### config.mk
export PLATFORM = sky130hd
export DESIGN_NAME = fsm_share_arbiter_flat
export DESIGN_NICKNAME = d
export VERILOG_FILES = /design/src/rtl/fsm_arb_pkg.sv /design/src/rtl/fsm_share_arbiter_if.sv /design/src/rtl/rr_arb2.sv /design/src/rtl/fsm_share_arbiter.sv /design/src/flat_wrapper.sv
export SDC_FILE = /design/constraint.sdc
export NUM_CORES = 1
export LEC_CHECK = 0
export BUFFER_PORTS_ARGS = -buffer_cell sky130_fd_sc_hd__buf_2
export CAP_MARGIN = 20
export CORE_AREA = 2 2 39 41
export CTS_CLUSTER_DIAMETER = 60
export DETAILED_ROUTE_END_ITERATION = 10
export DIE_AREA = 0 0 41 43
export GPL_ROUTABILITY_DRIVEN = 0
export PLACE_DENSITY = 0.56
export SETUP_SLACK_MARGIN = 0.5
export SLEW_MARGIN = 5
export SYNTH_ARGS = -nofsm -noshare
export SYNTH_HDL_FRONTEND = slang
export SYNTH_SLANG_ARGS = --single-unit
### constraint.sdc
create_clock -name clk -period 1.2 [get_ports clk]
set_input_delay 0.12 -clock clk [delete_from_list [all_inputs] [get_ports clk]]
set_output_delay 0.12 -clock clk [all_outputs]
set_load 0.02 [all_outputs]
### src/rtl/fsm_arb_pkg.sv
// fsm_arb_pkg: shared types and constants for the shared-FSM arbiter
package fsm_arb_pkg;
  typedef enum logic [1:0] {IDLE, SYNC, RUN} state_t;
  typedef logic [1:0] sym_t;
  localparam int MAX_BURST_DEF = 8;
endpackage

### src/rtl/fsm_share_arbiter_if.sv
// fsm_share_arbiter_if: requester side and shared-FSM side signals of the arbiter
interface fsm_share_arbiter_if;
  import fsm_arb_pkg::*;
  logic [1:0] req;
  sym_t sym0;
  sym_t sym1;
  logic [1:0] gnt;
  logic fsm_a;
  logic fsm_b;
  logic fsm_rst;
  logic [1:0] fsm_y;
  logic [1:0] y_out;
  logic y_valid;
  logic y_id;
  modport master (output req, sym0, sym1, fsm_y, input gnt, fsm_a, fsm_b, fsm_rst, y_out, y_valid, y_id);
  modport slave (input req, sym0, sym1, fsm_y, output gnt, fsm_a, fsm_b, fsm_rst, y_out, y_valid, y_id);
endinterface

### src/rtl/rr_arb2.sv
// rr_arb2: two-way round-robin select; ptr is the last-served requester
module rr_arb2 (
  input  logic       clk,
  input  logic       rst,
  input  logic [1:0] req,
  input  logic       upd,
  output logic       sel,
  output logic       ptr
);
  assign sel = &req ? ~ptr : req[1];
  always_ff @(posedge clk)
    ptr <= rst ? 1'b1 : upd ? sel : ptr;
endmodule

### src/rtl/fsm_share_arbiter.sv
// fsm_share_arbiter: time-shares one Mealy FSM between two requesters (IDLE/SYNC/RUN)
// Optional BURST_LIMIT_EN preempts an owner after MAX_BURST steps when the other requester waits.
module fsm_share_arbiter
  import fsm_arb_pkg::*;
#(
  parameter int MAX_BURST = MAX_BURST_DEF
) (
  input logic clk,
  input logic rst,
  fsm_share_arbiter_if.slave bus
);
  state_t st, nx;
  logic ptr, sel, any, upd, own_req, step, preempt;
  sym_t sym;
  if (MAX_BURST < 1 || MAX_BURST > 15) begin : g_range
    $error("MAX_BURST out of range 1..15");
  end
  rr_arb2 u_rr (.clk(clk), .rst(rst), .req(bus.req), .upd(upd), .sel(sel), .ptr(ptr));
  // ptr doubles as the current owner: it is loaded with the winner on every SYNC entry
  assign any = |bus.req;
  assign own_req = bus.req[ptr];
  assign sym = ptr ? bus.sym1 : bus.sym0;
  assign step = st == RUN && own_req;
`ifdef BURST_LIMIT_EN
  localparam logic [3:0] LIM = 4'(MAX_BURST - 1);
  logic [3:0] cnt;
  always_ff @(posedge clk)
    if (rst || st == SYNC) cnt <= 4'd0;
    else if (step && cnt != 4'hf) cnt <= cnt + 4'd1;
  assign preempt = cnt >= LIM && bus.req[~ptr];
`else
  assign preempt = 1'b0;
`endif
  always_ff @(posedge clk)
    st <= rst ? IDLE : nx;
  always_comb begin
    nx = st == IDLE ? (any ? SYNC : IDLE) :
         st == SYNC ? RUN :
         (!own_req || preempt) ? (any ? SYNC : IDLE) : RUN;
    upd = nx == SYNC;
  end
  assign bus.gnt = (st == SYNC || step) ? (ptr ? 2'b10 : 2'b01) : 2'b00;
  assign bus.fsm_rst = st != RUN;
  assign {bus.fsm_a, bus.fsm_b} = step ? sym : 2'b00;
  always_ff @(posedge clk)
    if (rst) begin
      bus.y_out <= 2'b00;
      bus.y_valid <= 1'b0;
      bus.y_id <= 1'b0;
    end else begin
      bus.y_valid <= step;
      if (step) begin
        bus.y_out <= bus.fsm_y;
        bus.y_id <= ptr;
      end
    end
endmodule
### src/flat_wrapper.sv
// flat-port wrapper written by rule: the top's interface ports become plain ports
module fsm_share_arbiter_flat import fsm_arb_pkg::*;
#(
  parameter int MAX_BURST = MAX_BURST_DEF
)
  (clk, rst, bus_req, bus_sym0, bus_sym1, bus_fsm_y, bus_gnt, bus_fsm_a, bus_fsm_b, bus_fsm_rst, bus_y_out, bus_y_valid, bus_y_id);
  fsm_share_arbiter_if bus_i ();
  input logic clk;
  input logic rst;
  input wire logic [$bits(bus_i.req)-1:0] bus_req;
  input wire logic [$bits(bus_i.sym0)-1:0] bus_sym0;
  input wire logic [$bits(bus_i.sym1)-1:0] bus_sym1;
  input wire logic [$bits(bus_i.fsm_y)-1:0] bus_fsm_y;
  output wire logic [$bits(bus_i.gnt)-1:0] bus_gnt;
  output wire logic [$bits(bus_i.fsm_a)-1:0] bus_fsm_a;
  output wire logic [$bits(bus_i.fsm_b)-1:0] bus_fsm_b;
  output wire logic [$bits(bus_i.fsm_rst)-1:0] bus_fsm_rst;
  output wire logic [$bits(bus_i.y_out)-1:0] bus_y_out;
  output wire logic [$bits(bus_i.y_valid)-1:0] bus_y_valid;
  output wire logic [$bits(bus_i.y_id)-1:0] bus_y_id;
  assign bus_i.req = bus_req;
  assign bus_i.sym0 = bus_sym0;
  assign bus_i.sym1 = bus_sym1;
  assign bus_i.fsm_y = bus_fsm_y;
  assign bus_gnt = bus_i.gnt;
  assign bus_fsm_a = bus_i.fsm_a;
  assign bus_fsm_b = bus_i.fsm_b;
  assign bus_fsm_rst = bus_i.fsm_rst;
  assign bus_y_out = bus_i.y_out;
  assign bus_y_valid = bus_i.y_valid;
  assign bus_y_id = bus_i.y_id;
  fsm_share_arbiter #(.MAX_BURST(MAX_BURST)) u_core (.clk(clk), .rst(rst), .bus(bus_i));
endmodule
After elaboration in Yosys (flattened, before gate mapping) --
Cells that the tools add are included.
Storage, ports and cells: flip-flop bits (word level) 7, input port bits 10
Cells by class: magnitude comparators 1, equal/unequal tests 4, mux-type cells 11, bitwise operators 1, reductions and logical operators 5
Operator list (number):
- $mux W2 | 7
- $eq A2 B1 Y1 const B | 2
- $mux W1 | 4
- $eq A2 B2 Y1 const B | 1
- $logic_not A2 Y1 | 1
- $lt A1 B2 Y1 const B | 1
- $ne A2 B2 Y1 const B | 1
- $reduce_and A2 Y1 | 1
- $reduce_or A2 Y1 | 1
- $logic_and A1 B1 Y1 | 1
- $logic_or A1 B1 Y1 | 1
- $not A1 Y1 | 1

Logic depth before layout (Yosys ltp) --
Gate-level depths: netlist of run 1.
word-level depth 6, mapped depth 4

Cells and area by module --
From an unflattened synthesis of run 1, not the netlist that was laid out.
Second synthesis, totals: cells, all modules 41, area total of the unflattened synthesis 375.4 um^2
Modules (own cells, without submodules):
- fsm_share_arbiter | times used 1, cells each 37, area an instance 332.8 um^2
- rr_arb2 | times used 1, cells each 4, area an instance 42.5 um^2

Worst setup path before layout of run 1 --
Ideal clock, no wire load.
path type register to output, start register u_core.st[1], end output bus_gnt[1], arrival time 1.129 ns, required time 1.080 ns, path slack -0.049 ns, cell stages (with the launch flop) 4, buffers on the path 0, path through dfxtp_1 > and2b_4 > nand2_1 > a21boi_0
On the way: cells in the longest elaborated chain, start to end 4, elaborated cells on any way between the ends 5, classes of those cells eq/ne: 2; mux: 1; reduce/logical: 2
Ends and longest elaborated chain:
- start: declaration | line fsm_share_arbiter.sv:12 | state_t st, nx;
- start signal: assignment | line fsm_share_arbiter.sv:35 | st <= rst ? IDLE : nx;
- $eq A2 B2 Y1 | line fsm_share_arbiter.sv:23 | assign step = st == RUN && own_req;
- $logic_and A1 B1 Y1 | line fsm_share_arbiter.sv:23
- $logic_or A1 B1 Y1 (*) | line fsm_share_arbiter.sv:42 | assign bus.gnt = (st == SYNC || step) ? (ptr ? 2'b10 : 2'b01) : 2'b00;
- $mux W2 (*) | line fsm_share_arbiter.sv:42
- end: declaration | line flat_wrapper.sv:14 | output wire logic [$bits(bus_i.gnt)-1:0] bus_gnt;
Mark *: on every way between the ends. The rest lies on a longest branch, timed or not.

Worst setup path after layout of run 1 --
start register u_core.u_rr.ptr, end output bus_fsm_b
On the way: cells in the longest elaborated chain, start to end 4, elaborated cells on any way between the ends 5, classes of those cells mux: 4; reduce/logical: 1
Ends and longest elaborated chain:
- start: declaration | line rr_arb2.sv:8 | output logic ptr
- start signal: assignment | line rr_arb2.sv:12 | ptr <= rst ? 1'b1 : upd ? sel : ptr;
- $mux W1 (not written as such) (2 in a row) | line fsm_share_arbiter.sv:21 | assign own_req = bus.req[ptr];
- $logic_and A1 B1 Y1 | line fsm_share_arbiter.sv:23
- $mux W2 (*) | line fsm_share_arbiter.sv:44 | assign {bus.fsm_a, bus.fsm_b} = step ? sym : 2'b00;
- end: declaration | line flat_wrapper.sv:16 | output wire logic [$bits(bus_i.fsm_b)-1:0] bus_fsm_b;
Mark *: on every way between the ends. The rest lies on a longest branch, timed or not. The select of a mux whose other input is x is not followed.

==> out/metrics.cfg, run 1 <==
[finish]
final_cell_area_um2=808
drive_above_1_share_pct=83.5
syn2layout_area_growth_pct=120
fin_nets=90
antenna_cells=0

[global_routing]
overflow=0
grt_pass1_wl_um=1840
grtUsageTotal_pct=15.4
grt_pass1_vias=424
grt_max_degree=10
antenna_found_initial=0

[detailed_routing]
routedWlPerCell_um=12.7
ant_nets=0
viasPerCell=4.97
drt-total-wl_um=1210
drc=0
drtIter0Drc=4
first_pass_iters=4
num_vias=472

[critical_path]
worstPathMaxFanout=4
max_stage_delay_ps=370
start_kind=flip-flop
critPathKind=reg -> out
critPathRequiredTime_ps=1080
crit_chain=mux2_4 -> nand2_4 -> nor2_4 -> buf_6
crit_slowest_cell=dfxtp_4
end_kind=primary output
worstPathArrival_ps=1200

[power]
vdd_drop_max_mv=0.514
power_density_nw_per_um2=1120
leakagePower_nw=0.357
power_w=0.000903

[run_status]
violations=setup timing
status=complete, but fails checks

[place]
dpl.hpwl_um=635
numPortBuffers=18
dp_slack_ps=32.5
dpl-instance-area_um2=507

[yosys]
netlist_area_um2=367
synth_area_leaders=dfxtp_1 (38%), mux2i_1 (8.2%), a211oi_1 (6.1%)
avgSynthCellArea_um2=8.73
syn-num-nets=52
ys_seq_area_share_pct=38.2
yosys.area.top_type=dfxtp_1
synthCells=42
ys_warn_count=0
synth-seq-cells=7
synth.distinct_cells=19
synthDominantCellAreaShare_pct=38.2

[timing]
min_period_ps=1320
setup_slack_ps=-118
worst_slew_pin_slew_ps=267
finalMaxSlewViolations=0
whs_ps=124
setup_tns_ps=-597
skew_ps=4.65
timing.fmax_mhz=759
slew_headroom_pct=81.7
setup_viol=6
rsz0062_at_grt=true
hold_violations=0
finalCritPeriodShare_pct=110

[clock_network]
insertion_delay_ps=250
ctsLongestPathBuffers=2
clk_pin_slew_worst_paths_ps=60
cts_root_buf=clkbuf_4
h-tree-depth=1
cts_tree=built
cts_inserted_buffers=3
cts.sinks=7

[flow_run]
maxCapViolations=0

[floorplanning]
die_h_um=43
start_util_pct=26.5
ios=19
die_area_um2=1760
core-area_um2=1380
die_w_um=41
rows=14

[worst_hold_path]
hold_class=in -> reg

-- metrics by stage --
step	utilization, %	cells
2_1_floorplan	-	42
4_1_cts	55.7	91
5_1_grt	58.4	95
3_3_place_gp	36.6	75
6_report	58.4	95
3_5_place_dp	36.6	75
-- logic make-up after synthesis --
| family | synth area share (%) |
|---|---|
| AOI/OAI and AO/OA | 23.2 |
| buffers and inverters | 5.46 |
| DFF | 38.2 |
| muxes | 12.3 |
| and+or+nand+nor | 20.8 |
-- sequential cells by signal, indices dropped and copies added, names as in the netlist --
register,count
u_core.st,2
u_core.bus.y_id,1
u_core.u_rr.ptr,1
u_core.bus.y_valid,1
u_core.bus.y_out,2
-- repair_timing --
action	in CTS	in global routing
cloned	0	0
pin swaps	9	4
hold buffers	0	0
endpoints found under the setup margin	16	16
resized for setup	44	2
setup buffers	12	4
-- cell usage after synthesis (all sizes together) --
cell type  n
inv        1
nand2b     1
a21oi      3
nor2       5
nand3      3
and4b      1
o21ai      4
a21boi     1
mux2       1
nor3       1
mux2i      3
and2b      1
nand2      3
buf        1
a211oi     4
clkbuf     1
o21a       1
dfxtp      7
-- power breakdown --
| group | internal, W | switching [W] | total (W) | leakage [nW] |
|---|---|---|---|---|
| clock | 0.000127 | 0.0000896 | 0.000217 | 0.0150 |
| sequential | 0.000257 | 0.0000226 | 0.000280 | 0.0602 |
| combinational | 0.000225 | 0.000181 | 0.000406 | 0.282 |
-- per-layer routing --
| metal | track usage, % | vias up | part of all wire (%) |
|---|---|---|---|
| li1 | - | 226 | - |
| met1 | 18.6 | 221 | 40 |
| met2 | 24.1 | 21 | 54 |
| met3 | 4.71 | 4 | 5.0 |
| met4 | 6.00 | 0 | 1.2 |
| met5 | 0 | - | 0 |
-- final timing paths --
path	cells past startpoint	slack, ps	endpoint	start
max	4	-120	bus_fsm_b	u_core.u_rr.ptr
min	3	120	u_core.bus.y_out[0]	bus_fsm_y[0]
max reg2reg	6	-90	u_core.u_rr.ptr	u_core.u_rr.ptr
min reg2reg	1	490	u_core.st[0]	u_core.st[1]
-- final cells by class --
| class | instances | area, um2 |
|---|---|---|
| sequential | 7 | 154 |
| fill | 116 | 576 |
| timing repair buffer | 35 | 293 |
| multi-input combinational | 32 | 309 |
| clock buffer | 4 | 26.3 |
| tap | 16 | 20.0 |
| inverter | 1 | 6.26 |
-- worst max-delay path: cells and delay by family (launching register included) --
| kind | cells | cell delay [ps] |
|---|---|---|
| mux | 1 | 320 |
| simple gates | 2 | 130 |
| flops | 1 | 370 |
| buf+inv | 1 | 130 |
-- cell usage in the layout, fill, tap and decap left out --
cell,synthesis,layout
mux2i_1,3,2
buf_6,1,14
clkbuf_1,0,1
nand2_4,0,1
dfxtp_4,0,2
and2b_4,1,1
dfxtp_2,0,5
mux2_4,1,1
nand2b_4,0,1
inv_4,0,1
a21oi_1,3,3
o21ai_2,0,3
o21a_1,1,1
nor2_4,0,3
nand2_2,0,2
a21boi_4,0,1
nand3_1,3,1
clkbuf_4,0,3
a211oi_2,1,3
nand3_2,0,2
buf_2,0,9
nor3_2,0,1
o21ai_0,4,1
nor2_1,5,2
and4b_1,1,1
buf_4,0,12
a211oi_1,3,1
mux2i_4,0,1
(Power assumes the default switching activity.)
==> run 2: changes to the inputs <==
Settings changed: CELL_PAD_IN_SITES_DETAIL_PLACEMENT set to 1, CELL_PAD_IN_SITES_GLOBAL_PLACEMENT set to 2, CORE_AREA 2 2 39 41 to not set, CORE_MARGIN set to 2, CORE_UTILIZATION set to 22, DIE_AREA 0 0 41 43 to not set, PLACE_DENSITY 0.56 to 0.76.
==> run 2 against run 1 <==
Net effect:
- the run still ends with setup timing left
- sequential power is essentially flat
- cell area down 2.2%
- fmax down 2.8%
- combinational power is 6.2% lower
- critical path depth unchanged
- register-to-register slack worse by 20 ps
- final cell count decreased by 1.1%
- die area rose by 14%
- non-clock buffer count shrank 1
- clock skew fell by 2.4 ps
- global-route usage grew 0.77 points
- clock-buffer cell count did not move
- largest cell class unchanged
- largest power group unchanged
==> out/metrics.cfg, run 2 (same netlist as run 1, synthesis figures left out) <==
[run_status]
status=complete, but fails checks
violations=setup timing

[clock_network]
cts_tree=built
insertion_delay_ps=260  ; about the same
ctsLongestPathBuffers=2  ; unchanged
cts_root_buf=clkbuf_4
clk_pin_slew_worst_paths_ps=60  ; about the same
cts_inserted_buffers=3  ; unchanged
cts.sinks=7  ; unchanged
h-tree-depth=1  ; unchanged

[place]
dpl.cell_count=76  ; +1.3%
dpl.hpwl_um=824  ; +30%
numPortBuffers=18  ; unchanged
dpl-instance-area_um2=514  ; +1.5%

[detailed_routing]
routedWlPerCell_um=14.4  ; +13%
ant_nets=0  ; unchanged
drtIter0Drc=3  ; -1
drt-total-wl_um=1350  ; +11%
first_pass_iters=4  ; unchanged
drc=0  ; unchanged
num_vias=457  ; -3.2%
viasPerCell=4.86  ; -2.1%

[floorplanning]
die_w_um=44.8  ; +9.3%
core-area_um2=1540  ; +11%
rows=14  ; unchanged
start_util_pct=23.8  ; -2.7 points
ios=19  ; unchanged
die_area_um2=2010  ; +14%
die_h_um=44.8  ; +4.2%

[timing]
skew_ps=2.27  ; -2.38 ps
worst_slew_pin_slew_ps=268  ; +0.880 ps
whs_ps=104  ; -19.3 ps
finalMaxSlewViolations=0  ; unchanged
hold_violations=0  ; unchanged
finalCritPeriodShare_pct=113  ; +3.2 points
slew_headroom_pct=81.6  ; about the same
setup_slack_ps=-155  ; -37.8 ps
setup_viol=8  ; +2
min_period_ps=1360  ; +37.8 ps
rsz0062_at_grt=true
timing.fmax_mhz=738  ; -2.8%

[global_routing]
grt_max_degree=10  ; unchanged
grt_pass1_wl_um=2270  ; +24%
grt_pass1_vias=509  ; +20%
antenna_found_initial=0  ; unchanged
overflow=0  ; unchanged
grtUsageTotal_pct=16.1  ; +0.77 points

[finish]
fin_util_pct=51.3  ; -7.1 points
syn2layout_area_growth_pct=116
final_common_cell=buf_6
mostFrequentLayoutCells=buf_6 (15), buf_4 (10), buf_2 (9), dfxtp_2 (5)
top_regs=u_core.bus.y_out (2), u_core.st (2)
stdcell_count=94  ; -1.1%
fin_nets=89  ; -1.1%
drive_above_1_share_pct=80.8  ; -2.8 points
antenna_cells=0  ; unchanged
final_cell_area_um2=791  ; -2.2%

[critical_path]
critPathKind=reg -> out
critPathRequiredTime_ps=1080  ; about the same
max_stage_delay_ps=380  ; about the same
crit_slowest_cell=dfxtp_4
path_delay_family=flip-flops
worstPathMaxFanout=4  ; unchanged
end_kind=primary output
crit_chain=mux2_4 -> nand2_4 -> nor2_4 -> buf_6
crit_buf_inv=1  ; unchanged
start_kind=flip-flop
worstPathArrival_ps=1240  ; +40 ps

[power]
leakagePower_nw=0.362  ; +1.3%
power_density_nw_per_um2=1130  ; +1.3%
vdd_drop_max_mv=0.403  ; -22%

[flow_run]
maxCapViolations=0  ; unchanged

[worst_hold_path]
hold_class=in -> reg

[run 2: changes by cell type in the layout (fill, tap and decap cells not counted), sizes merged]
cell,before,now
buf,35,34
[run 2: metrics by stage]
step	TNS, ps	power [W]	setup WS [ps]
floorplan	0	0.000442	175
global placement	0	0.000503	37.3
detailed placement	0	0.000505	32.7
CTS	-883	0.000892	-162
global route	-1280	0.000949	-199
finish	-896	0.000895	-155
[run 2: area by class of cell]
cell class,count,area [um2]
flip-flops and latches,7,154
inverters,1,6.26
fillers,178,751
repair buffers,34,289
well taps,16,20.0
clock buffers,4,26.3
multi-input cells,32,295
[run 2: worst reg2reg max path, cell delays in order (launching register included)]
cell	delay, ps
dfxtp_4	380
mux2_4	330
buf_4	140
buf_6	100
buf_6	110
nand3_1	70
a21oi_1	70
[run 2: final timing paths]
kind / start / end / slack, ps / depth (start not counted)
setup / recovery: u_core.u_rr.ptr / bus_fsm_a / -160 / 4
hold / removal: bus_fsm_y[0] / u_core.bus.y_out[0] / 100 / 3
setup reg to reg: u_core.u_rr.ptr / u_core.bus.y_out[1] / -110 / 6
hold reg to reg: u_core.st[1] / u_core.st[0] / 570 / 2
[run 2: routing by layer]
metal  vias up  GRT usage, %  share of wire [%]
met5         -             0                  0
met4         0          10.6                1.9
met3         4          2.40                3.7
met2        18          27.8                 55
met1       214          18.3                 39
li1        221             -                  -
[run 2: report_power, final]
part | internal (W) | switching (W) | total (W)
clock | 0.000128 | 0.000105 | 0.000234
combinational | 0.000206 | 0.000175 | 0.000381
sequential | 0.000257 | 0.0000236 | 0.000281
total | 0.000592 | 0.000304 | 0.000895
[run 2: timing repair]
item                                    in CTS  in global routing
setup buffers                               14                  0
resized for setup                           43                  2
endpoints found under the setup margin      16                 16
hold buffers                                 0                  0
pin swaps                                    9                  0
